`config.mk`:
```
export PLATFORM = sky130hd
export DESIGN_NAME = cache_ctrl_flat
export DESIGN_NICKNAME = d
export VERILOG_FILES = /design/src/rtl/cache_pkg.sv /design/src/rtl/cache_ctrl_if.sv /design/src/rtl/cache_lookup.sv /design/src/rtl/cache_ctrl.sv /design/src/flat_wrapper.sv
export SDC_FILE = /design/constraint.sdc
export NUM_CORES = 1
export LEC_CHECK = 0
export BUFFER_PORTS_ARGS = -buffer_cell sky130_fd_sc_hd__buf_2
export CAP_MARGIN = 25
export CORE_UTILIZATION = 45
export CTS_CLUSTER_DIAMETER = 200
export CTS_CLUSTER_SIZE = 40
export DETAILED_ROUTE_END_ITERATION = 6
export PLACE_DENSITY = 0.64
export SYNTH_ARGS = -nofsm -noshare
export SYNTH_HDL_FRONTEND = slang
export SYNTH_SLANG_ARGS = --single-unit
export TNS_END_PERCENT = 50
```
`constraint.sdc`:
```
create_clock -name clock -period 2.1 [get_ports clock]
set_input_delay 0 -clock clock [delete_from_list [all_inputs] [get_ports clock]]
set_output_delay 0 -clock clock [all_outputs]
set_load 0.01 [all_outputs]
```
`src/rtl/cache_pkg.sv`:
```
// Shared types and default geometry for the cache controller and its tag/data memory.
package cache_pkg;

   localparam int unsigned CACHE_ADDR_W = 3;
   localparam int unsigned CACHE_DATA_W = 3;
   localparam int unsigned CACHE_LINES  = 4;

   typedef enum logic [2:0] {
      IDLE,
      CHECK,
      WB_SET,
      WB_STB,
      READ,
      RESP
   } state_t;

endpackage

```
`src/rtl/cache_ctrl_if.sv`:
```
// CPU request/response and memory strobe bus of the cache controller.
interface cache_ctrl_if
   import cache_pkg::*;
#(
   parameter int unsigned ADDR_W = CACHE_ADDR_W,
   parameter int unsigned DATA_W = CACHE_DATA_W
) ();

   logic              req_valid;
   logic              req_write;
   logic [ADDR_W-1:0] req_addr;
   logic [DATA_W-1:0] req_data;
   logic              req_ready;
   logic              resp_valid;
   logic [DATA_W-1:0] resp_data;
   logic [ADDR_W-1:0] mem_endereco;
   logic              mem_read;
   logic [DATA_W-1:0] mem_out;
   logic [ADDR_W-1:0] mem_enderecoWB;
   logic [DATA_W-1:0] mem_dadoWB;
   logic              mem_WB;

   // master: the CPU together with the memory block
   modport master (
      output req_valid, req_write, req_addr, req_data, mem_out,
      input  req_ready, resp_valid, resp_data,
      input  mem_endereco, mem_read, mem_enderecoWB, mem_dadoWB, mem_WB
   );

   modport slave (
      input  req_valid, req_write, req_addr, req_data, mem_out,
      output req_ready, resp_valid, resp_data,
      output mem_endereco, mem_read, mem_enderecoWB, mem_dadoWB, mem_WB
   );

endinterface

```
`src/rtl/cache_lookup.sv`:
```
// Combinational tag compare and victim choice: lowest invalid line, else the round-robin pointer.
module cache_lookup #(
   parameter int unsigned ADDR_W = 3,
   parameter int unsigned LINES  = 4
) (
   input  logic [LINES-1:0][ADDR_W-1:0] tags,
   input  logic [LINES-1:0]             valid,
   input  logic [$clog2(LINES)-1:0]     ptr,
   input  logic [ADDR_W-1:0]            addr,
   output logic                         hit,
   output logic [$clog2(LINES)-1:0]     hit_idx,
   output logic [$clog2(LINES)-1:0]     victim_idx
);

   localparam int unsigned IDX_W = $clog2(LINES);

   logic found_inv;

   always_comb begin
      hit        = 1'b0;
      hit_idx    = '0;
      victim_idx = ptr;
      found_inv  = 1'b0;
      for (int unsigned i = 0; i < LINES; i++) begin
         if (valid[i] && (tags[i] == addr)) begin
            hit     = 1'b1;
            hit_idx = i[IDX_W-1:0];
         end
         if (!valid[i] && !found_inv) begin
            found_inv  = 1'b1;
            victim_idx = i[IDX_W-1:0];
         end
      end
   end

endmodule

```
`src/rtl/cache_ctrl.sv`:
```
// Fully associative write-back, write-allocate cache controller with registered outputs.
module cache_ctrl
   import cache_pkg::*;
#(
   parameter int unsigned ADDR_W = CACHE_ADDR_W,
   parameter int unsigned DATA_W = CACHE_DATA_W,
   parameter int unsigned LINES  = CACHE_LINES
) (
   input logic         clock,
   input logic         reset_n,
   cache_ctrl_if.slave bus
);

   localparam int unsigned IDX_W = $clog2(LINES);

   state_t                       state;
   logic [LINES-1:0][ADDR_W-1:0] tags;
   logic [LINES-1:0][DATA_W-1:0] lines;
   logic [LINES-1:0]             valid;
   logic [LINES-1:0]             dirty;
   logic [IDX_W-1:0]             ptr;
   logic [IDX_W-1:0]             victim_q;
   logic [ADDR_W-1:0]            addr_q;
   logic [DATA_W-1:0]            data_q;
   logic                         write_q;

   logic                         hit;
   logic [IDX_W-1:0]             hit_idx;
   logic [IDX_W-1:0]             victim_idx;

   cache_lookup #(
      .ADDR_W (ADDR_W),
      .LINES  (LINES)
   ) u_lookup (
      .tags       (tags),
      .valid      (valid),
      .ptr        (ptr),
      .addr       (addr_q),
      .hit        (hit),
      .hit_idx    (hit_idx),
      .victim_idx (victim_idx)
   );

   always_ff @(posedge clock) begin
      if (!reset_n) begin
         state              <= IDLE;
         tags               <= '0;
         lines              <= '0;
         valid              <= '0;
         dirty              <= '0;
         ptr                <= '0;
         victim_q           <= '0;
         addr_q             <= '0;
         data_q             <= '0;
         write_q            <= 1'b0;
         bus.req_ready      <= 1'b1;
         bus.resp_valid     <= 1'b0;
         bus.resp_data      <= '0;
         bus.mem_endereco   <= '0;
         bus.mem_read       <= 1'b0;
         bus.mem_enderecoWB <= '0;
         bus.mem_dadoWB     <= '0;
         bus.mem_WB         <= 1'b0;
      end else begin
         case (state)
            IDLE: begin
               if (bus.req_valid) begin
                  addr_q           <= bus.req_addr;
                  data_q           <= bus.req_data;
                  write_q          <= bus.req_write;
                  bus.mem_endereco <= bus.req_addr;
                  bus.req_ready    <= 1'b0;
                  state            <= CHECK;
               end
            end
            CHECK: begin
               victim_q <= victim_idx;
               if (hit) begin
                  if (write_q) begin
                     lines[hit_idx] <= data_q;
                     dirty[hit_idx] <= 1'b1;
                  end
                  bus.resp_data  <= write_q ? data_q : lines[hit_idx];
                  bus.resp_valid <= 1'b1;
                  state          <= RESP;
               end else begin
                  // pointer only advances when it actually supplied the victim
                  if (&valid) begin
                     ptr <= ptr + 1'b1;
                  end
                  if (valid[victim_idx] && dirty[victim_idx]) begin
                     bus.mem_enderecoWB <= tags[victim_idx];
                     bus.mem_dadoWB     <= lines[victim_idx];
                     state              <= WB_SET;
                  end else if (!write_q) begin
                     bus.mem_read <= 1'b1;
                     state        <= READ;
                  end else begin
                     tags[victim_idx]  <= addr_q;
                     lines[victim_idx] <= data_q;
                     valid[victim_idx] <= 1'b1;
                     dirty[victim_idx] <= 1'b1;
                     bus.resp_data     <= data_q;
                     bus.resp_valid    <= 1'b1;
                     state             <= RESP;
                  end
               end
            end
            WB_SET: begin
               bus.mem_WB <= 1'b1;
               state      <= WB_STB;
            end
            WB_STB: begin
               bus.mem_WB <= 1'b0;
               if (write_q) begin
                  tags[victim_q]  <= addr_q;
                  lines[victim_q] <= data_q;
                  valid[victim_q] <= 1'b1;
                  dirty[victim_q] <= 1'b1;
                  bus.resp_data   <= data_q;
                  bus.resp_valid  <= 1'b1;
                  state           <= RESP;
               end else begin
                  valid[victim_q] <= 1'b0;
                  bus.mem_read    <= 1'b1;
                  state           <= READ;
               end
            end
            READ: begin
               bus.mem_read    <= 1'b0;
               tags[victim_q]  <= addr_q;
               lines[victim_q] <= bus.mem_out;
               valid[victim_q] <= 1'b1;
               dirty[victim_q] <= 1'b0;
               bus.resp_data   <= bus.mem_out;
               bus.resp_valid  <= 1'b1;
               state           <= RESP;
            end
            RESP: begin
               bus.resp_valid <= 1'b0;
               bus.req_ready  <= 1'b1;
               state          <= IDLE;
            end
            default: state <= IDLE;
         endcase
      end
   end

endmodule

```
`src/flat_wrapper.sv`:
```
// flat-port wrapper written by rule: the top's interface ports become plain ports
module cache_ctrl_flat import cache_pkg::*;
#(
   parameter int unsigned ADDR_W = CACHE_ADDR_W,
   parameter int unsigned DATA_W = CACHE_DATA_W,
   parameter int unsigned LINES  = CACHE_LINES
)
  (clock, reset_n, bus_req_valid, bus_req_write, bus_req_addr, bus_req_data, bus_mem_out, bus_req_ready, bus_resp_valid, bus_resp_data, bus_mem_endereco, bus_mem_read, bus_mem_enderecoWB, bus_mem_dadoWB, bus_mem_WB);
  cache_ctrl_if #(.ADDR_W(ADDR_W), .DATA_W(DATA_W)) bus_i ();
  input logic clock;
  input logic reset_n;
  input wire logic [$bits(bus_i.req_valid)-1:0] bus_req_valid;
  input wire logic [$bits(bus_i.req_write)-1:0] bus_req_write;
  input wire logic [$bits(bus_i.req_addr)-1:0] bus_req_addr;
  input wire logic [$bits(bus_i.req_data)-1:0] bus_req_data;
  input wire logic [$bits(bus_i.mem_out)-1:0] bus_mem_out;
  output wire logic [$bits(bus_i.req_ready)-1:0] bus_req_ready;
  output wire logic [$bits(bus_i.resp_valid)-1:0] bus_resp_valid;
  output wire logic [$bits(bus_i.resp_data)-1:0] bus_resp_data;
  output wire logic [$bits(bus_i.mem_endereco)-1:0] bus_mem_endereco;
  output wire logic [$bits(bus_i.mem_read)-1:0] bus_mem_read;
  output wire logic [$bits(bus_i.mem_enderecoWB)-1:0] bus_mem_enderecoWB;
  output wire logic [$bits(bus_i.mem_dadoWB)-1:0] bus_mem_dadoWB;
  output wire logic [$bits(bus_i.mem_WB)-1:0] bus_mem_WB;
  assign bus_i.req_valid = bus_req_valid;
  assign bus_i.req_write = bus_req_write;
  assign bus_i.req_addr = bus_req_addr;
  assign bus_i.req_data = bus_req_data;
  assign bus_i.mem_out = bus_mem_out;
  assign bus_req_ready = bus_i.req_ready;
  assign bus_resp_valid = bus_i.resp_valid;
  assign bus_resp_data = bus_i.resp_data;
  assign bus_mem_endereco = bus_i.mem_endereco;
  assign bus_mem_read = bus_i.mem_read;
  assign bus_mem_enderecoWB = bus_i.mem_enderecoWB;
  assign bus_mem_dadoWB = bus_i.mem_dadoWB;
  assign bus_mem_WB = bus_i.mem_WB;
  cache_ctrl #(.ADDR_W(ADDR_W), .DATA_W(DATA_W), .LINES(LINES)) u_core (.clock(clock), .reset_n(reset_n), .bus(bus_i));
endmodule
```
== Word-level counts from Yosys, hierarchy flattened ==
Index checks and enable logic that the tools add are counted.
Operators by class
  muxes and demuxes: 85
  reduce and logical (&&, ||, !) cells: 31
  magnitude comparators: 6
  bitwise gates (word level): 9
  equality and inequality tests: 15
  $add $sub $neg: 1
Operators by type and width (count)
  $mux W12: 9
  $bwmux W12: 6
  $pmux W12 S3: 2
  $mux W3: 13
  $mux W4: 9
  $pmux W4 S3: 2
  $mux W1: 21
  $or A4 B4 Y4: 5
  $bmux W3 S2: 3
  $demux W3 S2: 3
  $pmux W3 S5: 1
  $eq A3 B3 Y1: 4
  $mux W2: 6
  $logic_and A1 B1 Y1: 11
  $lt A2 B3 Y1 const B: 3
  $pmux W3 S3: 1
  $and A4 B4 Y4: 2
  $reduce_and A2 Y1: 4
  $reduce_and A4 Y1: 2
  $demux W1 S2: 3
  $eq A3 B2 Y1 const B: 2
  $eq A3 B3 Y1 const B: 2
  $ge A2 B1 Y1 const B: 3
  $ne A2 B2 Y1 const B: 3
  other kinds (18): 27
Word-level totals
  output and inout bits: 16
  word-level logic and storage cells: 170
  flip-flop bits (word level): 59
  input port bits: 13

== Longest topological paths before layout ==
  word-level depth: 18
  depth in mapped cells: 9
  mapped depth without buffers: 6

== Hierarchy ==
From an unflattened synthesis, not the netlist that was laid out.
Unflattened totals
  cell total of the unflattened synthesis: 425
  area total of the unflattened synthesis: 3721.1 sq um
By module, submodules not included
  cache_ctrl: cells each 397, area each 3507.1 sq um, sequential area each 1181.1 sq um, times used 1
  cache_lookup: cells each 28, area each 214.0 sq um, sequential area each 0.0 sq um, times used 1

== Worst setup path before layout ==
Ideal clock, no wire load.
  path type: register to register
  from: reg, netlist name u_core.bus.mem_endereco[2]
  to: reg u_core.lines[0] (netlist bit)
  setup slack: 55 ps
  stages on the path, launching flop included: 10
  clock period less this slack: 2045 ps
  path buffers: 3
  data arrival time: 1954 ps
  library setup time: 91 ps
  data required time: 2009 ps
  cell sequence: dfxtp_1 -> buf_6 -> xor2_1 -> or4_4 -> nand4_4 -> or3_1 -> buf_6 -> buf_8 -> a21oi_1 -> a311oi_1
RTL lines
  end signal: indexed assignment: RTL line cache_ctrl.sv:80  | lines[hit_idx] <= data_q;
  end signal: indexed assignment: RTL line cache_ctrl.sv:100  | lines[victim_idx] <= data_q;
  end signal: indexed assignment: RTL line cache_ctrl.sv:117  | lines[victim_q] <= data_q;
  end: declaration: RTL line cache_ctrl.sv:18  | logic [LINES-1:0][DATA_W-1:0] lines;

==> flow_summary.yaml <==
global_route:
  grt_start_max_net_pins: 40
  grt_pass1_wl_um: 17900
  track_usage: 0.280
  grt_pass1_vias: 3546
  antenna_found_initial: 1
  gr-total-overflow: 0
synthesis:
  synth.cell_area_mm2: 0.00350
  async_flop_share: 0
  synth_flop_cell: "dfxtp_1"
  synth.area.top_cells: "dfxtp_1 34%, mux2i_1 6.9%, nand2_1 6.3%"
  synth_top_area_share: 0.338
  avgSynthCellArea_um2: 8.13
  synth_enable_flop_cells: 0
  netlist-cell-type-count: 65
  synth_seq_area_share: 0.338
  synth_largest_area_cell: "dfxtp_1"
  ys_warn_count: 0
  synth_nets: 443
  ys_seq_elements: 59
  ys_top_cells_by_count: "59 x dfxtp_1, 59 x nand2_1, 44 x nor2_1, 31 x o21ai_0, 26 x a21oi_1"
  syn_inst: 430
sta:
  rsz0062_at_grt: "true"
  finClkSkew_ps: 8.89
  worst_slew_pin_slew_ps: 498
  setup_tns_ps: 0
  hold_viol_final: 0
  maxSlewHeadroom: 0.666
  slew_viol_final: 0
  setup-violations-final: 0
  period_minus_slack_ps: 2050
  whs_ps: 12.3
  fmax_mhz: 487
  finalCritPeriodShare: 0.978
drt:
  viasPerCell: 6.06
  drt-initial-drc-count: 363
  totalWireLength_um: 11200
  post_drt_wl_per_cell_um: 18.6
  vias: 3637
  drc: 8
  final_antenna_net_count: 0
  first_pass_iters: 7
clocking:
  clock-sinks: 59
  clockBufferDepth: 2
  clkTransAtPathRegs_ps: 70
  h-tree-depth: 3
  cts_tree: "built"
  clkLatencyLatePin_ps: 350
  cts_made_buffers: 9
  ctsRootBufferMaster: "clkbuf_8"
power_and_ir_drop:
  vdd_ir_drop_max_uv: 504
  p_leak_nw: 1.65
  powerDensity_mw_per_mm2: 722
run_status:
  outcome: "finished, violations left"
  failed_checks: "DRC"
worst_setup_path:
  critPathKind: "reg -> reg"
  worst_setup_path_endpoint: "u_core.lines[11]$_SDFFE_PN0P_"
  reg2reg_depth: 8
  critPathArrivalTime_ps: 2320
  start_kind: "flop"
  crit_start: "u_core.bus.mem_endereco[2]$_SDFFE_PN0P_"
  crit_fanout: 11
  r2r-start: "u_core.bus.mem_endereco[2]$_SDFFE_PN0P_"
  reg2reg_slack_ps: 50
  worstPathRequired_ps: 2370
  r2r_end: "u_core.lines[11]$_SDFFE_PN0P_"
  end_kind: "flop"
placed_design:
  gp_congestion: 0.925
  placed_cell_area_mm2: 0.00399
  io_buffers: 28
  dp_hpwl_um: 8190
die:
  die_h_um: 90.1
  die_w_um: 90.1
  rows: 31
  ioPinCount: 29
  die_area_mm2: 0.00813
  start_util: 0.474
  coreArea_mm2: 0.00737
cells_and_area:
  n_antenna_cell: 0
  area_delta_synth_final_pct: 26.4
  nets: 509
  stdcell_area_mm2: 0.00442
  layout-drive-gt1-share: 0.271
hold_path:
  min_delay_path_depth: 4
  hp-class: "in -> reg"
  min_from: "bus_req_valid"
run:
  maxCapViolCount: 0
-- cells by family after synthesis --
| kind of cell | share of synthesized area |
|---|---|
| AND/OR/NAND/NOR | 0.234 |
| flip-flops | 0.338 |
| XOR/XNOR | 0.0326 |
| multiplexers | 0.0687 |
| AO/OA/AOI/OAI | 0.275 |
| buffers and inverters | 0.0519 |
-- through the flow --
step | cells | utilization | setup slack, ps | total power [mW]
after global placement | 576 | 0.541 | 72.1 | 1.99
after floorplan | 430 | - | 55.3 | 1.73
after global routing | 600 | 0.600 | -66.3 | 3.33
after CTS | 599 | 0.580 | -29.8 | 3.15
final | 600 | 0.600 | 45.3 | 3.19
after detailed placement | 576 | 0.541 | 18.9 | 2.00
-- layer usage --
metal / vias up / wire length [µm] / GRT usage
met5: - / 0 / 0
met4: 0 / 408 / 0.148
met3: 42 / 791 / 0.0711
met2: 156 / 5240 / 0.456
met1: 1725 / 4740 / 0.337
li1: 1714 / - / -
-- worst max-delay path, stage by stage, from the launching register on --
cell and delay (ps):
dfxtp_2 340, buf_4 150, xnor2_1 210, and4_2 310
buf_4 190, a41oi_2 70, buf_4 180, or2_2 270
a311oi_2 240
-- worst min path at each step --
stage	to
6_report	u_core.state[0]$_SDFFE_PN0P_
5_1_grt	u_core.state[0]$_SDFFE_PN0P_
4_1_cts	u_core.state[0]$_SDFFE_PN0P_
3_3_place_gp	u_core.data_q[0]$_SDFFE_PN0P_
2_1_floorplan	u_core.bus.mem_endereco[2]$_SDFFE_PN0P_
3_5_place_dp	u_core.data_q[0]$_SDFFE_PN0P_
-- where the power goes --
part	switching (mW)	internal, mW	total (mW)
Clock	0.478	0.662	1.14
Combinational	0.449	0.345	0.794
Sequential	0.0728	1.18	1.26
Total	0.999	2.19	3.19
-- area by class of cell --
type | instances | area (µm²)
clock buffer | 9 | 124
fill | 681 | 2950
tap | 99 | 124
sequential | 59 | 1190
multi-input combinational | 333 | 2260
inverter | 8 | 30.0
clock inverter | 7 | 92.6
timing repair buffer | 85 | 598
-- flip-flops by register name, indices dropped and copies added (netlist names), 2 cells and up --
register,count
u_core.bus.mem_enderecoWB,3
u_core.state,3
u_core.valid,4
u_core.bus.mem_endereco,3
u_core.dirty,4
u_core.bus.resp_data,3
u_core.data_q,3
u_core.tags,12
u_core.victim_q,2
u_core.ptr,2
u_core.bus.mem_dadoWB,3
u_core.lines,12
-- cell usage in the layout, fill, tap and decap left out, types with 3 or more instances in the layout --
cell,synthesis,layout
o211ai_1,5,5
nand3b_1,4,4
o21ai_1,2,4
nor2_1,44,41
dlygate4sd3_1,0,7
buf_4,1,49
a22oi_1,5,5
or3_1,4,3
nor2b_1,6,3
a211oi_2,3,3
nor2b_2,0,3
nor3_1,6,6
clkinvlp_4,0,3
and2_1,4,3
a31oi_1,5,4
nand4_1,3,3
xnor2_1,10,10
buf_2,7,28
nand2_1,59,58
nor2_2,0,3
o21ai_0,31,29
and4_1,4,3
o211a_1,4,4
a222oi_1,6,6
o21a_1,4,4
a32o_1,4,4
dfxtp_1,59,53
nand2b_1,6,6
dfxtp_2,0,6
a22o_1,3,3
nand3_1,7,6
a211oi_1,5,5
inv_1,7,7
clkbuf_8,0,9
a21oi_1,26,26
a311oi_1,7,7
mux2i_1,24,24
-- what timing repair did --
item / CTS / global route
setup buffers: 0 / 1
pin swaps: 0 / 4
setup endpoints to repair: 7 / 30
hold buffers: 7 / 0
endpoints found under the hold margin: 7 / 0
resized for setup: 0 / 33
Note: power is estimated with default switching activity, not from simulation.
